[config.mk]
export PLATFORM = sky130hd
export DESIGN_NAME = dds_cfg_sequencer
export DESIGN_NICKNAME = d
export VERILOG_FILES = /design/src/rtl/dds_cfg_sequencer.sv
export SDC_FILE = /design/constraint.sdc
export NUM_CORES = 1
export LEC_CHECK = 0
export ABC_CLOCK_PERIOD_IN_PS = 2200
export CORE_MARGIN = 3
export CORE_UTILIZATION = 40
export CTS_CLUSTER_DIAMETER = 80
export DETAILED_ROUTE_END_ITERATION = 10
export PLACE_DENSITY_LB_ADDON = 0.2
export SYNTH_ARGS = -nofsm -noshare
export SYNTH_HDL_FRONTEND = slang
export SYNTH_SLANG_ARGS = --single-unit
[constraint.sdc]
create_clock -name M_AXI_ACLK -period 2.2 [get_ports M_AXI_ACLK]
set_input_delay 0.55 -clock M_AXI_ACLK [delete_from_list [all_inputs] [get_ports M_AXI_ACLK]]
set_output_delay 0.55 -clock M_AXI_ACLK [all_outputs]
set_load 0.05 [all_outputs]
[src/rtl/dds_cfg_sequencer.sv]
// dds_cfg_sequencer
//   AXI4-Lite write-only master that programs and starts the DDS register block.
//   start: latch the cfg_* profile, soft-reset the DDS, write LNGTH/CLKDIV/THETAS/
//          DELTAS/AMPLS, then set CTRL.enable. stop: write CTRL=0.
//   Each register write is one "step": AW+W issued together, then wait for B.
// Ports
//   M_AXI_ACLK / M_AXI_ARESET : clock, synchronous active-high reset
//   start, stop               : 1-cycle requests (stop wins), ignored while busy
//   cfg_*                     : tone profile, sampled on an accepted start
//   busy, done, err, err_code : status; done pulses once per sequence,
//                               err_code 00 ok / 01 BRESP error / 10 timeout
//   M_AXI_AW*/W*/B*           : AXI4-Lite write channels toward the DDS S_AXI
module dds_cfg_sequencer #(
  parameter int C_M_AXI_DATA_WIDTH = 32,
  parameter int C_M_AXI_ADDR_WIDTH = 5,
  parameter int ADDR_LSB           = 0,
  parameter int TIMEOUT_CYCLES     = 256
) (
  input  logic                              M_AXI_ACLK,
  input  logic                              M_AXI_ARESET,
  input  logic                              start,
  input  logic                              stop,
  input  logic [C_M_AXI_DATA_WIDTH-1:0]     cfg_theta,
  input  logic [C_M_AXI_DATA_WIDTH-1:0]     cfg_delta,
  input  logic [C_M_AXI_DATA_WIDTH-1:0]     cfg_ampl,
  input  logic [C_M_AXI_DATA_WIDTH-1:0]     cfg_clkdiv,
  input  logic [C_M_AXI_DATA_WIDTH-1:0]     cfg_lngth,
  output logic                              busy,
  output logic                              done,
  output logic                              err,
  output logic [1:0]                        err_code,
  output logic [C_M_AXI_ADDR_WIDTH-1:0]     M_AXI_AWADDR,
  output logic [2:0]                        M_AXI_AWPROT,
  output logic                              M_AXI_AWVALID,
  input  logic                              M_AXI_AWREADY,
  output logic [C_M_AXI_DATA_WIDTH-1:0]     M_AXI_WDATA,
  output logic [C_M_AXI_DATA_WIDTH/8-1:0]   M_AXI_WSTRB,
  output logic                              M_AXI_WVALID,
  input  logic                              M_AXI_WREADY,
  input  logic [1:0]                        M_AXI_BRESP,
  input  logic                              M_AXI_BVALID,
  output logic                              M_AXI_BREADY
);

  localparam int DW = C_M_AXI_DATA_WIDTH;
  localparam int AW = C_M_AXI_ADDR_WIDTH;
  localparam int XW = AW + ADDR_LSB + 3;
  localparam int TW = (TIMEOUT_CYCLES > 1) ? $clog2(TIMEOUT_CYCLES) : 1;

  localparam logic [2:0] REG_CTRL = 3'd0, REG_THETAS = 3'd1, REG_DELTAS = 3'd2,
                         REG_AMPLS = 3'd3, REG_CLKDIV = 3'd4, REG_LNGTH = 3'd6;
  localparam logic [DW-1:0] CTRL_SRST = DW'(1), CTRL_EN = DW'(2);
  localparam logic [1:0] EC_OK = 2'b00, EC_RESP = 2'b01, EC_TMO = 2'b10;

  typedef enum logic [1:0] {IDLE, WR, RESP, FIN} state_t;

  state_t          state_q, state_d;
  logic [2:0]      step_q, step_d;
  logic [TW-1:0]   tmo_q, tmo_d;
  logic            aw_done_q, aw_done_d, w_done_q, w_done_d;
  logic            stop_q, stop_d;
  logic [1:0]      err_code_q, err_code_d;
  logic [DW-1:0]   theta_q, theta_d, delta_q, delta_d, ampl_q, ampl_d;
  logic [DW-1:0]   clkdiv_q, clkdiv_d, lngth_q, lngth_d;

  logic            awvalid, wvalid, last_step, tmo_hit;
  logic [2:0]      reg_idx;
  logic [DW-1:0]   reg_data;

  // Only BRESP[1] matters: OKAY and EXOKAY are both success.
  logic unused_bresp0;
  assign unused_bresp0 = M_AXI_BRESP[0];

  assign last_step = stop_q || (step_q == 3'd7);
  // Counter starts at 0 on state entry, so the hit lands on the last allowed cycle.
  assign tmo_hit   = (tmo_q == TW'(TIMEOUT_CYCLES - 1));

  // Register/value for the current step; a stop sequence is a lone CTRL=0.
  always_comb begin
    reg_idx  = REG_CTRL;
    reg_data = '0;
    if (!stop_q) begin
      case (step_q)
        3'd0: reg_data = CTRL_SRST;
        3'd1: reg_data = '0;
        3'd2: begin reg_idx = REG_LNGTH;  reg_data = lngth_q;  end
        3'd3: begin reg_idx = REG_CLKDIV; reg_data = clkdiv_q; end
        3'd4: begin reg_idx = REG_THETAS; reg_data = theta_q;  end
        3'd5: begin reg_idx = REG_DELTAS; reg_data = delta_q;  end
        3'd6: begin reg_idx = REG_AMPLS;  reg_data = ampl_q;   end
        default: reg_data = CTRL_EN;
      endcase
    end
  end

  always_comb begin
    state_d    = state_q;
    step_d     = step_q;
    tmo_d      = tmo_q;
    aw_done_d  = aw_done_q;
    w_done_d   = w_done_q;
    stop_d     = stop_q;
    err_code_d = err_code_q;
    theta_d    = theta_q;
    delta_d    = delta_q;
    ampl_d     = ampl_q;
    clkdiv_d   = clkdiv_q;
    lngth_d    = lngth_q;
    awvalid    = 1'b0;
    wvalid     = 1'b0;
    M_AXI_BREADY = 1'b0;
    busy       = 1'b0;
    done       = 1'b0;
    case (state_q)
      IDLE: begin
        if (start || stop) begin
          state_d    = WR;
          step_d     = '0;
          tmo_d      = '0;
          err_code_d = EC_OK;
          stop_d     = stop;
          if (!stop) begin
            theta_d  = cfg_theta;
            delta_d  = cfg_delta;
            ampl_d   = cfg_ampl;
            clkdiv_d = cfg_clkdiv;
            lngth_d  = cfg_lngth;
          end
        end
      end
      WR: begin
        busy    = 1'b1;
        awvalid = !aw_done_q;
        wvalid  = !w_done_q;
        tmo_d   = tmo_q + TW'(1);
        if (awvalid && M_AXI_AWREADY) aw_done_d = 1'b1;
        if (wvalid && M_AXI_WREADY)   w_done_d  = 1'b1;
        if (aw_done_d && w_done_d) begin
          state_d   = RESP;
          aw_done_d = 1'b0;
          w_done_d  = 1'b0;
          tmo_d     = '0;
        end else if (tmo_hit) begin
          state_d    = FIN;
          err_code_d = EC_TMO;
          aw_done_d  = 1'b0;
          w_done_d   = 1'b0;
        end
      end
      RESP: begin
        busy         = 1'b1;
        M_AXI_BREADY = 1'b1;
        tmo_d        = tmo_q + TW'(1);
        if (M_AXI_BVALID) begin
          if (M_AXI_BRESP[1]) begin
            state_d    = FIN;
            err_code_d = EC_RESP;
          end else if (last_step) begin
            state_d = FIN;
          end else begin
            state_d = WR;
            step_d  = step_q + 3'd1;
            tmo_d   = '0;
          end
        end else if (tmo_hit) begin
          state_d    = FIN;
          err_code_d = EC_TMO;
        end
      end
      FIN: begin
        done    = 1'b1;
        state_d = IDLE;
      end
      default: state_d = IDLE;
    endcase
  end

  always_ff @(posedge M_AXI_ACLK) begin
    if (M_AXI_ARESET) begin
      state_q    <= IDLE;
      step_q     <= '0;
      tmo_q      <= '0;
      aw_done_q  <= 1'b0;
      w_done_q   <= 1'b0;
      stop_q     <= 1'b0;
      err_code_q <= EC_OK;
      theta_q    <= '0;
      delta_q    <= '0;
      ampl_q     <= '0;
      clkdiv_q   <= '0;
      lngth_q    <= '0;
    end else begin
      state_q    <= state_d;
      step_q     <= step_d;
      tmo_q      <= tmo_d;
      aw_done_q  <= aw_done_d;
      w_done_q   <= w_done_d;
      stop_q     <= stop_d;
      err_code_q <= err_code_d;
      theta_q    <= theta_d;
      delta_q    <= delta_d;
      ampl_q     <= ampl_d;
      clkdiv_q   <= clkdiv_d;
      lngth_q    <= lngth_d;
    end
  end

  // Address/data are driven only during WR so the bus reads all-zero when idle.
  assign M_AXI_AWVALID = awvalid;
  assign M_AXI_WVALID  = wvalid;
  assign M_AXI_AWADDR  = (state_q == WR) ? AW'(XW'(reg_idx) << ADDR_LSB) : '0;
  assign M_AXI_WDATA   = (state_q == WR) ? reg_data : '0;
  assign M_AXI_AWPROT  = 3'b000;
  assign M_AXI_WSTRB   = '1;
  assign err_code      = err_code_q;
  assign err           = |err_code_q;

endmodule
==> impl_metrics.toml, run 1 <==
[die]
initial_utilization_pct = 41.6
chipHeight_um = 144
fp.dieArea_um2 = 20800
floorplan.die.width_um = 144
rows = 49
io-pin-count = 221
core_um2 = 18300

[final_layout]
finalNetCount = 1422
filler_cells = 1518
area_delta_synth_final_pct = 61.5
regArea_um2 = 3570
layout_cells_sized_above_1_pct = 19.8
multi_input_area_um2 = 4310
n_antenna_cell = 0

[sta]
final.setup_skew_ns = 0.00863
final_hold_slack_ns = 0.416
period_needed_ns = 2.72
hold_viol = 0
setup_viols_final = 34
fin_ws_ns = -0.516
rsz0062_at_grt = "yes"
fin_crit_sh_pct = 123
timing_worst_slew_pin_value_ns = 0.506
fmax_mhz = 368
timing.final.max_slew_violations = 0
maxSlewHeadroom_pct = 66.2

[global_routing]
grt_antenna_before_repair = 2
global_route.usage.total_pct = 23.3
overflow = 0
grt_pass1_vias = 7403
grt_max_degree = 90
grt_pass1_wl_mm = 38.2

[route]
wl_per_cell_um = 16.7
via_per_inst = 5.23
route.vias.total = 7766
detail_route.first_pass.iterations = 7
final_antenna_net_count = 0
initialDrtViolationCount = 561
finalWirelength_mm = 24.8
drcViolationCount = 0

[synthesis]
dominantRegCellSynth = "sky130_fd_sc_hd__dfxtp_1"
syn-mean-instance-area_um2 = 7.64
synth.cell_area_um2 = 7620
synth_fa_ha_area_share_pct = 1.81
synth.ff_latch_count = 178
synth.yosys.seq_area_share_pct = 46.7
yosys.cell_types.count = 48
post_synth_and_or_nand_nor_area_fraction_pct = 21.9
muxShareOfSynthArea_pct = 0.427
synth-edff-count = 0
library_cell_with_the_largest_summed_area_after_synthesis = "sky130_fd_sc_hd__dfxtp_1"
synth_top_cells_by_area = "sky130_fd_sc_hd__dfxtp_1, sky130_fd_sc_hd__nand2_1, sky130_fd_sc_hd__a21oi_1"
synth_top_family_by_area = "compound AO/OA/AOI/OAI gates"
async_set_reset_flop_share_out_of_synthesis_pct = 0
synthesized_area_fraction_occupied_by_ao_oa_aoi_and_oai_cells_pct = 22.9
synth_top_area_share_pct = 46.7
post_synth_inst_count = 998
yosysWarningCount = 0
post_synth_xor_area_fraction_pct = 0.574

[hold_path]
hold_end = "aw_done_q"
hold_path_class = "input port to register"
min-delay-start = "M_AXI_ARESET"
holdPathStages = 2

[worst_setup_path]
worst_r2r_startpoint = "step_q[1]"
timing_worst_setup_path_type = "register to primary output"
crit_path_end_kind = "primary output"
critical_path_arrival_ns = 2.17
worst_r2r_endpoint = "step_q[2]"
rr_worst_depth = 8
critical_path_peak_fanout = 6
start_kind = "register"
register_to_register_path_setup_slack_ns = 0.02
critical_path_required_ns = 1.65

[cts]
tritoncts_buffer_count = 17
clk_latency_ns = 0.43
ctsLongestPathBuffers = 2
cts_num_sinks = 178
cts-root-buf = "sky130_fd_sc_hd__clkbuf_16"
cts.reportedPaths.clkPinSlew_ns = 0.07
tritoncts = "done"
clock_tree.htree_level_count = 4

[job]
maxCapViolCount = 0

[placement]
place_ws_ns = -0.172
place_congestion = 0.840
detailed_place_hpwl_mm = 17.0
place.port_buffers = 210

[status]
failed_checks = "negative setup slack"
run_status = "finished with violations"

[power]
max-vdd-ir-drop_mv = 0.549
p_leak_nw = 4.31
power_density_nw_per_um2 = 692
[report_power, final]
| group | internal, W | switching [W] | leakage [nW] |
|---|---|---|---|
| Sequential | 0.00342 | 0.000114 | 1.45 |
| Combinational | 0.000860 | 0.000869 | 2.55 |
| Clock | 0.00192 | 0.00133 | 0.306 |
| Total | 0.00620 | 0.00231 | 4.31 |
[synthesized netlist by cell type, types with 4 or more instances]
cell                       instances
sky130_fd_sc_hd__a21oi_1         177
sky130_fd_sc_hd__nand2_1         361
sky130_fd_sc_hd__a22oi_1          41
sky130_fd_sc_hd__buf_4             9
sky130_fd_sc_hd__dfxtp_1         178
sky130_fd_sc_hd__or2_2             4
sky130_fd_sc_hd__xnor2_1           5
sky130_fd_sc_hd__a22o_1           12
sky130_fd_sc_hd__clkbuf_1         56
sky130_fd_sc_hd__a31oi_1          20
sky130_fd_sc_hd__buf_2            22
sky130_fd_sc_hd__ha_1             11
sky130_fd_sc_hd__nor2_1           20
sky130_fd_sc_hd__nor2b_1           5
sky130_fd_sc_hd__inv_1             8
sky130_fd_sc_hd__and2_1            4
sky130_fd_sc_hd__o21ai_0           5
sky130_fd_sc_hd__a222oi_1         12
sky130_fd_sc_hd__nand4_1           4
[logic make-up (layout without fill, tap and decap cells)]
logic type,after synthesis,after routing
other,2,9
multiplexers,3,3
AND/OR/NAND/NOR,416,416
buffers and inverters,98,348
AO/OA/AOI/OAI,285,285
adder cells (fa/ha/maj),11,11
flip-flops,178,178
XOR/XNOR,5,5
[per-layer routing]
layer | global-route usage [%] | part of all wire [%]
met1 | 30.7 | 44
met2 | 38.7 | 49
met3 | 5.19 | 6.8
met4 | 6.34 | 0.93
met5 | 0 | 0.093
[cell type report]
class	count	share of cell area, %
Clock buffer	18	3.49
Clock inverter	14	1.62
Timing Repair Buffer	308	28.2
Multi-Input combinational cell	729	35.0
Inverter	8	0.285
Tap cell	229	2.33
Sequential cell	178	29.0
[sequential cells by signal, indices dropped and copies added (netlist names)]
signal,cells
delta_q,32
state_q,2
ampl_q,32
err_code,2
w_done_q,1
clkdiv_q,32
theta_q,32
lngth_q,32
aw_done_q,1
tmo_q,8
step_q,3
stop_q,1
[repair_timing]
| action | 4_1_cts | 5_1_grt |
|---|---|---|
| cloned | 3 | 1 |
| pin swaps | 14 | 10 |
| buffers inserted | 9 | 2 |
| resized for setup | 72 | 17 |
| hold buffers | 0 | 0 |
| endpoints found under the setup margin | 37 | 48 |
[placed cells by master, fill, tap and decap left out, types with 8 or more instances in the layout]
cell type                           n
sky130_fd_sc_hd__a21oi_1          165
sky130_fd_sc_hd__a21oi_4           11
sky130_fd_sc_hd__a222oi_1          12
sky130_fd_sc_hd__a22o_1            11
sky130_fd_sc_hd__a22oi_1           32
sky130_fd_sc_hd__a22oi_2            9
sky130_fd_sc_hd__a31oi_4           20
sky130_fd_sc_hd__buf_12            39
sky130_fd_sc_hd__buf_4             57
sky130_fd_sc_hd__buf_6             35
sky130_fd_sc_hd__clkbuf_16         18
sky130_fd_sc_hd__clkdlybuf4s50_1  167
sky130_fd_sc_hd__conb_1             9
sky130_fd_sc_hd__dfxtp_1          175
sky130_fd_sc_hd__ha_4               8
sky130_fd_sc_hd__nand2_1          361
sky130_fd_sc_hd__nor2_1            15
[how the worst max path moves through the flow]
stage,startpoint,end,depth (start not counted)
2_1_floorplan,step_q[2],M_AXI_WDATA[18],9
3_3_place_gp,step_q[0],M_AXI_WDATA[30],8
3_5_place_dp,M_AXI_BVALID,step_q[2],6
4_1_cts,step_q[1],M_AXI_WDATA[1],8
5_1_grt,step_q[1],M_AXI_WDATA[23],8
6_report,step_q[1],M_AXI_WDATA[23],8
[stage by stage]
| step | util (%) | instances | TNS [ns] | cell area (um^2) | power, W |
|---|---|---|---|---|---|
| floorplan | - | 1005 | -3.21 | 8200 | 0.00446 |
| global placement | 60.7 | 1437 | -3.10 | 11100 | 0.00512 |
| detailed placement | 60.7 | 1437 | -3.91 | 11100 | 0.00515 |
| CTS | 66.6 | 1481 | -14.62 | 12200 | 0.00854 |
| global route | 67.2 | 1484 | -17.54 | 12300 | 0.00886 |
| finish | 67.2 | 1484 | -15.31 | 12300 | 0.00852 |
[worst max-delay path, stage by stage, from the launching register on]
cell,delay [ns]
sky130_fd_sc_hd__dfxtp_4,0.39
sky130_fd_sc_hd__ha_4,0.17
sky130_fd_sc_hd__ha_4,0.19
sky130_fd_sc_hd__nor4_4,0.05
sky130_fd_sc_hd__or2_4,0.28
sky130_fd_sc_hd__buf_12,0.15
sky130_fd_sc_hd__buf_12,0.15
sky130_fd_sc_hd__a31oi_4,0.17
sky130_fd_sc_hd__buf_6,0.18
(Power assumes the default switching activity.)
==> inputs of run 2 (changes only) <==
--- a/config.mk
+++ b/config.mk
@@ -6,6 +6,7 @@
 export NUM_CORES = 1
 export LEC_CHECK = 0
 export ABC_CLOCK_PERIOD_IN_PS = 2200
+export CORE_ASPECT_RATIO = 1.2
 export CORE_MARGIN = 3
 export CORE_UTILIZATION = 40
 export CTS_CLUSTER_DIAMETER = 80
@@ -14,3 +15,4 @@
 export SYNTH_ARGS = -nofsm -noshare
 export SYNTH_HDL_FRONTEND = slang
 export SYNTH_SLANG_ARGS = --single-unit
+export TNS_END_PERCENT = 10
==> run 2 against run 1 <==
  * The flow still finishes with violations (negative setup slack)
  * Final area about the same
  * Die area about the same
  * Combinational power fell by 8%
  * Power decreased by 3.6%
  * Register-to-register slack got worse by 0.10 ns
  * Critical endpoint is now M_AXI_WDATA[3]
  * Largest power group unchanged
==> impl_metrics.toml, run 2 (synthesized netlist as in run 1, its figures left out) <==
[die]
chipHeight_um = 157
floorplan.die.width_um = 132
io-pin-count = 221
initial_utilization_pct = 41.3
fp.dieArea_um2 = 20800
core_um2 = 18400
rows = 54

[hold_path]
hold_path_class = "input port to register"
min-delay-start = "M_AXI_ARESET"
holdPathStages = 2
hold_end = "aw_done_q"

[sta]
maxSlewHeadroom_pct = 66.5
rsz0062_at_grt = "yes"
fin_ws_ns = -0.442
period_needed_ns = 2.64
final.setup_skew_ns = 0.00907
setup_viols_final = 35
totalNegativeSetupSlack_ns = -13.76
timing.final.max_slew_violations = 0
fin_crit_sh_pct = 120
fmax_mhz = 379
timing_worst_slew_pin_value_ns = 0.502
hold_viol = 0

[job]
maxCapViolCount = 0

[placement]
detailed_place_hpwl_mm = 16.7
place_congestion = 0.838
place.port_buffers = 210

[cts]
tritoncts_buffer_count = 17
clk_latency_ns = 0.42
cts_hold_buffers = 0
clock_tree.htree_level_count = 4
cts_num_sinks = 178
cts-root-buf = "sky130_fd_sc_hd__clkbuf_16"
cts.reportedPaths.clkPinSlew_ns = 0.07
tritoncts = "done"
ctsLongestPathBuffers = 2

[power]
power_density_nw_per_um2 = 666
p_leak_nw = 4.24
max-vdd-ir-drop_mv = 0.530
total_power_w = 0.00820

[final_layout]
n_antenna_cell = 0
filler_cells = 1542
finalNetCount = 1417
layout_cells_sized_above_1_pct = 20.6
utilization_pct = 66.7
final_cell_mix = "sky130_fd_sc_hd__nand2_1, sky130_fd_sc_hd__dfxtp_1, sky130_fd_sc_hd__clkdlybuf4s50_1, sky130_fd_sc_hd__a21oi_1, sky130_fd_sc_hd__buf_4"
area_delta_synth_final_pct = 61.5
most_common_cell_after_layout_fill_and_taps_aside = "sky130_fd_sc_hd__nand2_1"

[worst_setup_path]
critical_path_required_ns = 1.65
start_kind = "register"
register_to_register_path_setup_slack_ns = -0.08
crit_path_end_kind = "primary output"
worst_r2r_endpoint = "step_q[1]"
rr_worst_depth = 8
critical_path_arrival_ns = 2.09
worst_r2r_startpoint = "step_q[0]"
timing_worst_setup_path_type = "register to primary output"
critical_path_peak_fanout = 7

[status]
run_status = "finished with violations"
failed_checks = "negative setup slack"

[route]
detail_route.first_pass.iterations = 5
initialDrtViolationCount = 512
via_per_inst = 5.13
finalWirelength_mm = 24.0
route.vias.total = 7704
wl_per_cell_um = 15.9
final_antenna_net_count = 0
drcViolationCount = 0

[global_routing]
grt_antenna_before_repair = 1
grt_pass1_vias = 7580
grt_pass1_wl_mm = 37.5
overflow = 0
global_route.usage.total_pct = 22.4
grt_max_degree = 94
run 2: changes by cell type in the layout (fill, tap and decap cells not counted), moves of 2 or more:
cell / previous run / this run
sky130_fd_sc_hd__buf_16: 4 / 0
sky130_fd_sc_hd__inv_8: 0 / 3
sky130_fd_sc_hd__buf_6: 35 / 13
sky130_fd_sc_hd__buf_4: 57 / 66
sky130_fd_sc_hd__bufinv_16: 4 / 2
sky130_fd_sc_hd__a22oi_1: 32 / 17
sky130_fd_sc_hd__nor2b_2: 0 / 2
sky130_fd_sc_hd__buf_12: 39 / 51
sky130_fd_sc_hd__clkinvlp_4: 1 / 3
sky130_fd_sc_hd__inv_6: 6 / 4
sky130_fd_sc_hd__a22oi_2: 9 / 24
sky130_fd_sc_hd__nor2_4: 3 / 1
run 2: worst max path at each step:
stage,from,end,slack [ns]
CTS,step_q[0],M_AXI_WDATA[28],-0.53
global route,step_q[1],M_AXI_WDATA[28],-0.53
finish,step_q[1],M_AXI_WDATA[3],-0.44
detailed placement,M_AXI_BRESP[1],step_q[1],-0.17
global placement,M_AXI_BVALID,step_q[1],-0.19
floorplan,state_q[1],M_AXI_AWADDR[0],-0.11
run 2: repair_timing:
item | 4_1_cts | 5_1_grt
cloned | 1 | 1
endpoints found under the setup margin | 43 | 49
setup buffers | 6 | 4
pin swaps | 16 | 9
gates resized for setup | 59 | 17
run 2: stage by stage:
step	worst slack, ns	hold WS (ns)	area [um^2]	std cells
3_5_place_dp	-0.171	0.446	11300	1460
4_1_cts	-0.526	0.394	12200	1499
6_report	-0.442	0.409	12300	1502
3_3_place_gp	-0.189	0.441	11300	1460
5_1_grt	-0.532	0.406	12300	1502
2_1_floorplan	-0.108	0.433	8190	1005
run 2: final cells by class:
| class | instances | area, um^2 | area share, % |
|---|---|---|---|
| flip-flops and latches | 178 | 3570 | 29.0 |
| clock inverters | 15 | 174 | 1.41 |
| clock buffers | 17 | 425 | 3.46 |
| repair buffers | 303 | 3430 | 27.8 |
| inverters | 8 | 35.0 | 0.285 |
| multi-input cells | 729 | 4360 | 35.4 |
| well taps | 252 | 315 | 2.56 |
run 2: per-layer routing:
| layer | track usage, % | wire length (um) | up-vias |
|---|---|---|---|
| li1 | - | - | 3861 |
| met1 | 27.1 | 10100 | 3607 |
| met2 | 39.4 | 12000 | 206 |
| met3 | 6.04 | 1410 | 28 |
| met4 | 6.40 | 385 | 2 |
| met5 | 0 | 13 | - |
run 2: worst max-delay path, stage by stage, from the launching register on:
cell	delay (ns)
sky130_fd_sc_hd__dfxtp_4	0.38
sky130_fd_sc_hd__inv_4	0.05
sky130_fd_sc_hd__ha_4	0.16
sky130_fd_sc_hd__buf_6	0.12
sky130_fd_sc_hd__nor4_4	0.26
sky130_fd_sc_hd__or2_4	0.25
sky130_fd_sc_hd__clkbuf_16	0.22
sky130_fd_sc_hd__a31oi_4	0.05
sky130_fd_sc_hd__buf_12	0.16
run 2: where the power goes:
group          leakage (nW)  internal, W  switching [W]
combinational          2.50     0.000746       0.000843
clock                 0.287      0.00171        0.00137
sequential             1.45      0.00342       0.000113
total                  4.24      0.00588        0.00233
==> inputs of run 3 (changes only) <==
--- a/config.mk
+++ b/config.mk
@@ -6,11 +6,14 @@
 export NUM_CORES = 1
 export LEC_CHECK = 0
 export ABC_CLOCK_PERIOD_IN_PS = 2200
+export CAP_MARGIN = 20
 export CORE_ASPECT_RATIO = 1.2
 export CORE_MARGIN = 3
 export CORE_UTILIZATION = 40
 export CTS_CLUSTER_DIAMETER = 80
 export DETAILED_ROUTE_END_ITERATION = 10
+export GPL_TIMING_DRIVEN = 1
+export HOLD_SLACK_MARGIN = 0.08
 export PLACE_DENSITY_LB_ADDON = 0.2
 export SYNTH_ARGS = -nofsm -noshare
 export SYNTH_HDL_FRONTEND = slang
==> results of run 3 <==
The final DEF is identical to that of run 2; final timing and power are the same.
